## config.mk

```make
export PLATFORM = sky130hd
export DESIGN_NAME = conv2_acc_sat
export DESIGN_NICKNAME = d
export VERILOG_FILES = /design/src/rtl/conv2_acc_sat.sv
export SDC_FILE = /design/constraint.sdc
export NUM_CORES = 1
export LEC_CHECK = 0
export ABC_AREA = 1
export CAP_MARGIN = 5
export CORE_MARGIN = 2
export CORE_UTILIZATION = 45
export CTS_CLUSTER_SIZE = 28
export DETAILED_ROUTE_END_ITERATION = 16
export GPL_TIMING_DRIVEN = 0
export PLACE_DENSITY = 0.65
export SYNTH_ARGS = -nofsm -noshare
export SYNTH_HDL_FRONTEND = slang
export SYNTH_SLANG_ARGS = --single-unit
```

## constraint.sdc

```tcl
create_clock -name ap_clk -period 4.6 [get_ports ap_clk]
set_input_delay 0.92 -clock ap_clk [delete_from_list [all_inputs] [get_ports ap_clk]]
set_output_delay 0.92 -clock ap_clk [all_outputs]
set_load 0.02 [all_outputs]
```

## src/rtl/conv2_acc_sat.sv

```systemverilog
// rtl/conv2_acc_sat.sv - per-pixel product accumulator with round, shift and saturate to an activation
//
// Purpose: sums TAPS signed products onto a bias (pre-scaled by SHIFT),
// then rounds half toward +inf, shifts right by SHIFT and saturates to
// OUT_W bits. The result is held in one output register until consumed.
// Optional feature macro: CONV2_ACC_RELU_EN (clamp negative results to 0).
//
// Ports:
//   ap_clk      in   clock, rising edge
//   ap_rst_n    in   asynchronous active-low reset
//   prod_data   in   signed product (PROD_W)
//   prod_valid  in   product beat valid
//   prod_last   in   final-tap marker, checked against the tap counter only
//   prod_ready  out  beat can be accepted (ACC state, not in reset)
//   bias        in   signed bias (BIAS_W), sampled on the first beat of a pixel
//   out_data    out  signed activation (OUT_W)
//   out_valid   out  out_data valid
//   out_ready   in   consumer accepts out_data
//   busy        out  a pixel is in progress
//   err         out  sticky prod_last mismatch flag
module conv2_acc_sat #(
    parameter int PROD_W = 24,
    parameter int ACC_W  = 32,
    parameter int OUT_W  = 14,
    parameter int BIAS_W = 14,
    parameter int TAPS   = 150,
    parameter int SHIFT  = 8
) (
    input  logic              ap_clk,
    input  logic              ap_rst_n,
    input  logic [PROD_W-1:0] prod_data,
    input  logic              prod_valid,
    input  logic              prod_last,
    output logic              prod_ready,
    input  logic [BIAS_W-1:0] bias,
    output logic [OUT_W-1:0]  out_data,
    output logic              out_valid,
    input  logic              out_ready,
    output logic              busy,
    output logic              err
);

    localparam int CNT_W = $clog2(TAPS);
    localparam logic [CNT_W-1:0] LAST_CNT = CNT_W'(TAPS - 1);

    // Rounding is done one bit wider than the accumulator so adding the
    // half-LSB can never wrap a near-maximum sum to a negative value.
    localparam logic signed [ACC_W:0] HALF    = (ACC_W+1)'(1) << (SHIFT - 1);
    localparam logic signed [ACC_W:0] OUT_MAX = (ACC_W+1)'((2 ** (OUT_W - 1)) - 1);
    localparam logic signed [ACC_W:0] OUT_MIN = (ACC_W+1)'(-(2 ** (OUT_W - 1)));

    typedef enum logic [1:0] {
        ST_ACC   = 2'd0,
        ST_ROUND = 2'd1,
        ST_HOLD  = 2'd2
    } state_t;

    state_t                   state_q, state_d;
    logic        [CNT_W-1:0]  cnt_q;
    logic signed [ACC_W-1:0]  acc_q;
    logic        [OUT_W-1:0]  out_data_q;
    logic                     out_valid_q;
    logic                     err_q;

    logic                     beat;
    logic                     last_tap;
    logic signed [ACC_W-1:0]  prod_ext;
    logic signed [ACC_W-1:0]  bias_ext;
    logic signed [ACC_W:0]    rnd_sum;
    logic signed [ACC_W:0]    shifted;
    logic        [OUT_W-1:0]  result;

    assign beat     = prod_valid && prod_ready;
    assign last_tap = (cnt_q == LAST_CNT);
    assign prod_ext = {{(ACC_W-PROD_W){prod_data[PROD_W-1]}}, prod_data};
    assign bias_ext = {{(ACC_W-BIAS_W){bias[BIAS_W-1]}}, bias};

    // Round half toward +inf, arithmetic shift, saturate, optional ReLU.
    always_comb begin
        rnd_sum = {acc_q[ACC_W-1], acc_q} + HALF;
        shifted = rnd_sum >>> SHIFT;
        result  = '0;
        if (shifted > OUT_MAX) begin
            result = {1'b0, {(OUT_W-1){1'b1}}};
        end else if (shifted < OUT_MIN) begin
            result = {1'b1, {(OUT_W-1){1'b0}}};
        end else begin
            result = shifted[OUT_W-1:0];
        end
`ifdef CONV2_ACC_RELU_EN
        if (result[OUT_W-1]) begin
            result = '0;
        end
`else
`endif
    end

    // FSM: state register
    always_ff @(posedge ap_clk or negedge ap_rst_n) begin
        if (!ap_rst_n) begin
            state_q <= ST_ACC;
        end else begin
            state_q <= state_d;
        end
    end

    // FSM: next state; the pixel closes on the counter, never on prod_last
    always_comb begin
        state_d = state_q;
        case (state_q)
            ST_ACC:   if (beat && last_tap) state_d = ST_ROUND;
            ST_ROUND: state_d = ST_HOLD;
            ST_HOLD:  if (out_valid_q && out_ready) state_d = ST_ACC;
            default:  state_d = ST_ACC;
        endcase
    end

    // FSM: outputs
    always_comb begin
        prod_ready = ap_rst_n && (state_q == ST_ACC);
        busy       = (state_q != ST_ACC) || (cnt_q != '0);
    end

    // Datapath registers
    always_ff @(posedge ap_clk or negedge ap_rst_n) begin
        if (!ap_rst_n) begin
            cnt_q       <= '0;
            acc_q       <= '0;
            out_data_q  <= '0;
            out_valid_q <= 1'b0;
            err_q       <= 1'b0;
        end else begin
            if (beat) begin
                if (cnt_q == '0) begin
                    acc_q <= (bias_ext <<< SHIFT) + prod_ext;
                end else begin
                    acc_q <= acc_q + prod_ext;
                end
                cnt_q <= last_tap ? '0 : cnt_q + 1'b1;
                if (prod_last != last_tap) begin
                    err_q <= 1'b1;
                end
            end
            if (state_q == ST_ROUND) begin
                out_data_q  <= result;
                out_valid_q <= 1'b1;
            end else if (state_q == ST_HOLD && out_valid_q && out_ready) begin
                out_valid_q <= 1'b0;
            end
        end
    end

    assign out_data  = out_data_q;
    assign out_valid = out_valid_q;
    assign err       = err_q;

endmodule

```

==> results.md, run 1 <==
- Worst Setup Path Type: reg2out
- RR Endpoint: acc_q[22]$_DFFE_PN0P_
- Crit path max fanout: 10
- Mean Syn Cell Area: 6.118 sq um
- Final ANT Viol Nets: 0
- VDD IR max: 0.2604 mV
- CTS Buffer Depth: 2
- Number of global-route vias before repair: 5976
- Routed wire per std cell: 15.32 um
- CP endpoint kind: primary output
- Sequential fraction of the synthesis area: 23.79%
- Commonest non-fill, non-tap cell in the layout: nand2_1
- Die area: 14500 sq um
- Die W: 120.4 um
- Final RePlAce weighted congestion: 0.9335
- Hold Crit Class: reg2reg
- DR vias/cell: 5.281
- End-of-flow core utilization: 54.47%
- CTS HTree Levels: 3
- Synthesis Warnings: 0
- Seq cells post-synth: 58
- DR vias: 6591
- Synth-to-layout area growth: 18.26%
- Drt pass-1 iters: 5
- Iteration-0 DRC Markers: 515
- Top-area cell type share of the netlist area: 23.79%
- Crit path from: cnt_q[0]$_DFFE_PN0P_
- Worst path arrival time: 2990 ps
- Clock skew: 10.32 ps
- Initial core utilization: 46.06%
- Final Cycle Share: 84.96%
- Num rows: 42
- Initial antenna violation count: 0
- Clk_lat worst skew: 330 ps
- EDFF count, synth: 0
- Number of I/O pins: 61
- Max-slew violation count: 0
- Ratio of cells with drive above 1 in the final layout: 2.892%
- Post-Layout Cell Count: 1248
- Hold_ws: 477.5 ps
- Total chip power: 3.936 mW
- Synth unique cells: 39
- Leak pwr: 3.502 nW
- Post-CTS resize count: 0
- Max-cap viol count: 0
- Reg clk slew, reported paths: 60 ps
- Startpoint types: register
- # Post-CTS Setup Buffers: 0
- Layout Nets: 1164
- Final setup violation count: 0
- Hold buffers post-CTS: 0
- Top FF cell, synth: dfrtp_1
- Status: finished, final reports clean
- Cell Area, Synth: 6100 sq um
- Fmax: 255.9 MHz
- Core area: 13240 sq um
- Post-synthesis cell count: 997
- Tmin final: 3908 ps
- Ant. Diodes: 0
- Total Wirelength: 19120 um
- DR DRC count: 0
- Area leader, netlist: dfrtp_1
- RSZ-0062 raised after global routing: no
- DP Wirelength: 15490 um
- Worst Path Required: 3680 ps
- Setup TNS: 0 ps
- Gr usage total: 26.90%
- Commonest non-fill, non-tap cells in the layout: nand2_1 (355), nor2_1 (120), inv_1 (87), a21oi_1 (75), o21ai_0 (72)
- Tightest Pin Transition: 794.2 ps
- Num Clock Sinks: 58
- CTS Buf Count: 9
- Power density cells: 545.7 nW/um^2
- GRT overflow: 0
- Root Driver: clkbuf_16
- Async S/R FF share, synth: 100.0%
- Top cells by area, synth: dfrtp_1 (24%), nand2_1 (22%), ha_1 (10%)
- Die Y: 120.4 um
- CP endpoint: busy
- Worst flop-to-flop path startpoint: acc_q[0]$_DFFE_PN0P_
- Syn_nets: 1093
- CTS tree: built
- Placed cells: 1233
- Slew HR: 47.05%
- Global-route wire length before repair: 30530 um
- Worst-case reg-to-reg path depth: 14
- Final Hold Fails: 0
- R2R setup slack: 1740 ps
- Largest net degree at the start of global routing: 60
- PortBufs: 60
==> metrics by stage <==
stage          cell area, sq um  setup WS, ps
5_1_grt                    7213         493.8
6_report                   7213         691.8
3_3_place_gp               6920        -844.5
2_1_floorplan              6100          1737
3_5_place_dp               6918         680.6
4_1_cts                    7213         671.7
==> report_power, final <==
part           leakage (nW)  internal (mW)  switching (mW)
registers             0.736          0.669           0.255
logic                  2.63          0.847            1.49
clock network         0.134          0.431           0.242
total                  3.50           1.95            1.99
==> flip-flops by register name, indices dropped and copies added, names as in the netlist <==
signal     count
out_data      14
out_valid      1
err            1
cnt_q          8
acc_q         32
state_q        2
==> cell type report <==
type                       count  area (sq um)
clock buffer                  11         242.7
fill                        1362          6030
multi-input combinational    834          4235
buffer                        16         78.83
timing repair buffer          60         598.1
tap                          176         220.2
sequential                    58          1451
inverter                      89         334.1
clock inverter                 4         52.55
==> cell usage after synthesis, types with 2 or more instances <==
cell	instances
clkbuf_1	11
inv_1	87
nand3b_1	10
dfrtp_1	58
ha_1	51
fa_1	2
o21a_1	9
o211ai_1	5
xor2_1	19
nand4_1	2
nand2_1	355
nor2_1	120
nand3_1	66
nor4_1	2
nor2_2	2
xnor2_1	11
buf_6	2
buf_1	2
o21ai_0	72
nor3_1	11
nand2_2	5
a21oi_1	75
o21bai_1	3
nor2_4	2
==> worst max-delay path: stages, from the launching register on <==
cell             delay [ps]
dfrtp_1                 400
inv_1                   120
ha_1                    160
nand2_1                  50
nor2_1                   90
nand2_1                 270
inv_1                   320
clkbuf_1                530
nand2_1                 130
clkdlybuf4s50_1         570
==> per-layer routing <==
metal	track usage [%]	vias to the layer above	wire length [um]
met5	1.838	-	0
met4	7.122	0	343
met3	3.774	21	1095
met2	42.16	191	8492
met1	38.68	2977	9183
li1	-	3402	-
==> how the worst min path moves through the flow <==
| stage | slack [ps] | endpoint | startpoint | depth (start not counted) |
|---|---|---|---|---|
| after floorplan | 460 | cnt_q[7]$_DFFE_PN0P_ | cnt_q[7]$_DFFE_PN0P_ | 1 |
| after global placement | 460 | out_data[3]$_DFFE_PN0P_ | out_data[3]$_DFFE_PN0P_ | 2 |
| after detailed placement | 470 | out_data[6]$_DFFE_PN0P_ | out_data[6]$_DFFE_PN0P_ | 2 |
| after CTS | 480 | out_data[6]$_DFFE_PN0P_ | out_data[6]$_DFFE_PN0P_ | 2 |
| after global routing | 490 | out_data[11]$_DFFE_PN0P_ | out_data[11]$_DFFE_PN0P_ | 2 |
| final | 480 | out_data[6]$_DFFE_PN0P_ | out_data[6]$_DFFE_PN0P_ | 2 |
==> cell families after synthesis <==
group                    Yosys count  synth area share [%]
AO/OA/AOI/OAI                    170                 14.89
XOR/XNOR                          30                 4.308
adder cells (fa/ha/maj)           53                 11.12
buffers and inverters            105                 6.769
flip-flops                        58                 23.79
AND/OR/NAND/NOR                  581                 39.12
Power figures use the tool's default switching activity.
==> run 2, diff against run 1 <==
Settings changed: PLACE_DENSITY 0.65 to 0.68.
Clock period 4.6 ns to 3.5 ns, I/O delays scaled along.
==> run 2 against run 1 <==
Register-to-register slack got worse by 900 ps. Design area barely moved. Worst hold slack worse by 34 ps.
==> results.md, run 2 (same netlist as run 1, synthesis figures left out) <==
- Number of I/O pins: 61 (unchanged)
- Num Clock Sinks: 58 (unchanged)
- GRT overflow: 0 (unchanged)
- PortBufs: 60 (unchanged)
- Num rows: 42 (unchanged)
- R2R setup slack: 840 ps (-900 ps)
- Hold_ws: 443.5 ps (-34.07 ps)
- Gr usage total: 27.70% (+0.80 points)
- Final setup violation count: 0 (unchanged)
- Number of global-route vias before repair: 6254 (+4.7%)
- Final ANT Viol Nets: 0 (unchanged)
- Final RePlAce weighted congestion: 0.9703 (+3.9%)
- Global-route wire length before repair: 31170 um (+2.1%)
- CTS tree: built
- RSZ-0062 raised after global routing: no
- CP endpoint kind: primary output
- Commonest non-fill, non-tap cells in the layout: nand2_1 (355), nor2_1 (120), inv_1 (86), a21oi_1 (75), o21ai_0 (70)
- Synth-to-layout area growth: 18.36% (about the same)
- Die area: 14500 sq um (unchanged)
- Hold Crit Class: in2async
- Worst path arrival time: 2620 ps (-370 ps)
- CTS Buf Count: 9 (unchanged)
- Iteration-0 DRC Markers: 472 (-8.3%)
- Fmax: 300.9 MHz
- Die W: 120.4 um (unchanged)
- Commonest non-fill, non-tap cell in the layout: nand2_1
- Worst Setup Path Type: reg2out
- Core area: 13240 sq um (unchanged)
- Clk_lat worst skew: 350 ps (+20 ps)
- DP Wirelength: 15380 um (-0.67%)
- Die Y: 120.4 um (unchanged)
- Startpoint types: register
- Placed cells: 1233 (unchanged)
- Worst-case reg-to-reg path depth: 14 (unchanged)
- Initial antenna violation count: 0 (unchanged)
- Crit path max fanout: 10 (unchanged)
- RR Endpoint: acc_q[22]$_DFFE_PN0P_
- Power density cells: 716.5 nW/um^2 (+31%)
- Crit path from: cnt_q[0]$_DFFE_PN0P_
- Final Cycle Share: 94.96%
- Max-slew violation count: 0 (unchanged)
- Leak pwr: 3.510 nW (+0.23%)
- Tightest Pin Transition: 807.6 ps (+13.39 ps)
- Status: finished, final reports clean
- Clock skew: 13.18 ps (+2.864 ps)
- DR vias/cell: 5.287 (+0.10%)
- Ant. Diodes: 0 (unchanged)
- Ratio of cells with drive above 1 in the final layout: 3.262% (+0.37 points)
- Routed wire per std cell: 15.29 um (-0.17%)
- Slew HR: 46.16% (-0.89 points)
- Reg clk slew, reported paths: 60 ps (about the same)
- VDD IR max: 0.3997 mV (+53%)
- Root Driver: clkbuf_16
- Setup TNS: 0 ps (unchanged)
- Max-cap viol count: 0 (unchanged)
- Largest Register: acc_q
- Tmin final: 3323 ps
- Layout Nets: 1164 (unchanged)
- Hold buffers post-CTS: 0 (unchanged)
- Total chip power: 5.173 mW (+31%)
- Max reg flops: 32 (unchanged)
- Worst flop-to-flop path startpoint: acc_q[0]$_DFFE_PN0P_
- # fillers: 1400 (+2.8%)
- DR vias: 6603 (+0.18%)
- Final Hold Fails: 0 (unchanged)
- Largest net degree at the start of global routing: 60 (unchanged)
- Post-Layout Cell Count: 1249 (+0.080%)
- Worst Path Required: 2800 ps (-880 ps)
- Drt pass-1 iters: 5 (unchanged)
- CTS Buffer Depth: 2 (unchanged)
- CTS HTree Levels: 3 (unchanged)
- DR DRC count: 0 (unchanged)
- Total Wirelength: 19100 um (about the same)
- Initial core utilization: 46.06% (unchanged)
[run 2: changes by cell type in the layout (fill, tap and decap cells not counted), sizes merged]
cell,previous run,this run
clkinv,1,4
clkbuf,22,20
buf,6,7
clkinvlp,3,2
[run 2: layout make-up]
| class | count | area [sq um] | area share [%] |
|---|---|---|---|
| clock buffers | 10 | 229.0 | 3.172 |
| well taps | 176 | 220.2 | 3.050 |
| flip-flops and latches | 58 | 1451 | 20.10 |
| clock inverters | 6 | 67.56 | 0.9359 |
| plain buffers | 16 | 80.08 | 1.109 |
| repair buffers | 60 | 598.1 | 8.284 |
| multi-input cells | 834 | 4239 | 58.72 |
| inverters | 89 | 334.1 | 4.627 |
[run 2: worst max-delay path by stage]
stage / slack, ps / to
after floorplan: 860 / acc_q[24]$_DFFE_PN0P_
after global placement: -1630 / prod_ready
after detailed placement: -300 / acc_q[26]$_DFFE_PN0P_
after CTS: 50 / acc_q[26]$_DFFE_PN0P_
after global routing: 10 / acc_q[22]$_DFFE_PN0P_
final: 180 / busy
[run 2: through the flow]
step                      utilization [%]  setup WS [ps]  area (sq um)
final                               54.52          176.5          7219
after global routing                54.52          10.19          7219
after CTS                           54.49          47.62          7216
after detailed placement            52.24         -302.9          6918
after global placement              52.26          -1630          6920
after floorplan                         -          857.4          6100
[run 2: timing repair]
item / in CTS / in global routing
endpoints found under the setup margin: 1 / 10
setup buffers: 0 / 0
gates resized for setup: 1 / 5
[run 2: worst max-delay path, stage by stage (launching register included)]
cell	delay, ps
dfrtp_1	400
inv_1	120
ha_1	150
nand2_1	50
nor2_1	100
nand2_1	260
inv_2	250
buf_2	310
nand2_1	80
clkdlybuf4s50_1	540
[run 2: metal layers]
| layer | up-vias | wire, um | track usage, % | part of all wire [%] |
|---|---|---|---|---|
| met5 | - | 0 | 0 | 0 |
| met4 | 0 | 560 | 9.884 | 2.9 |
| met3 | 37 | 1146 | 5.377 | 6.0 |
| met2 | 188 | 8271 | 42.97 | 43 |
| met1 | 2986 | 9120 | 38.43 | 48 |
| li1 | 3392 | - | - | - |
[run 2: power breakdown]
group / leakage [nW] / internal, mW / switching [mW]
sequential: 0.736 / 0.879 / 0.326
combinational: 2.64 / 1.11 / 1.96
clock: 0.139 / 0.552 / 0.345
total: 3.51 / 2.54 / 2.63
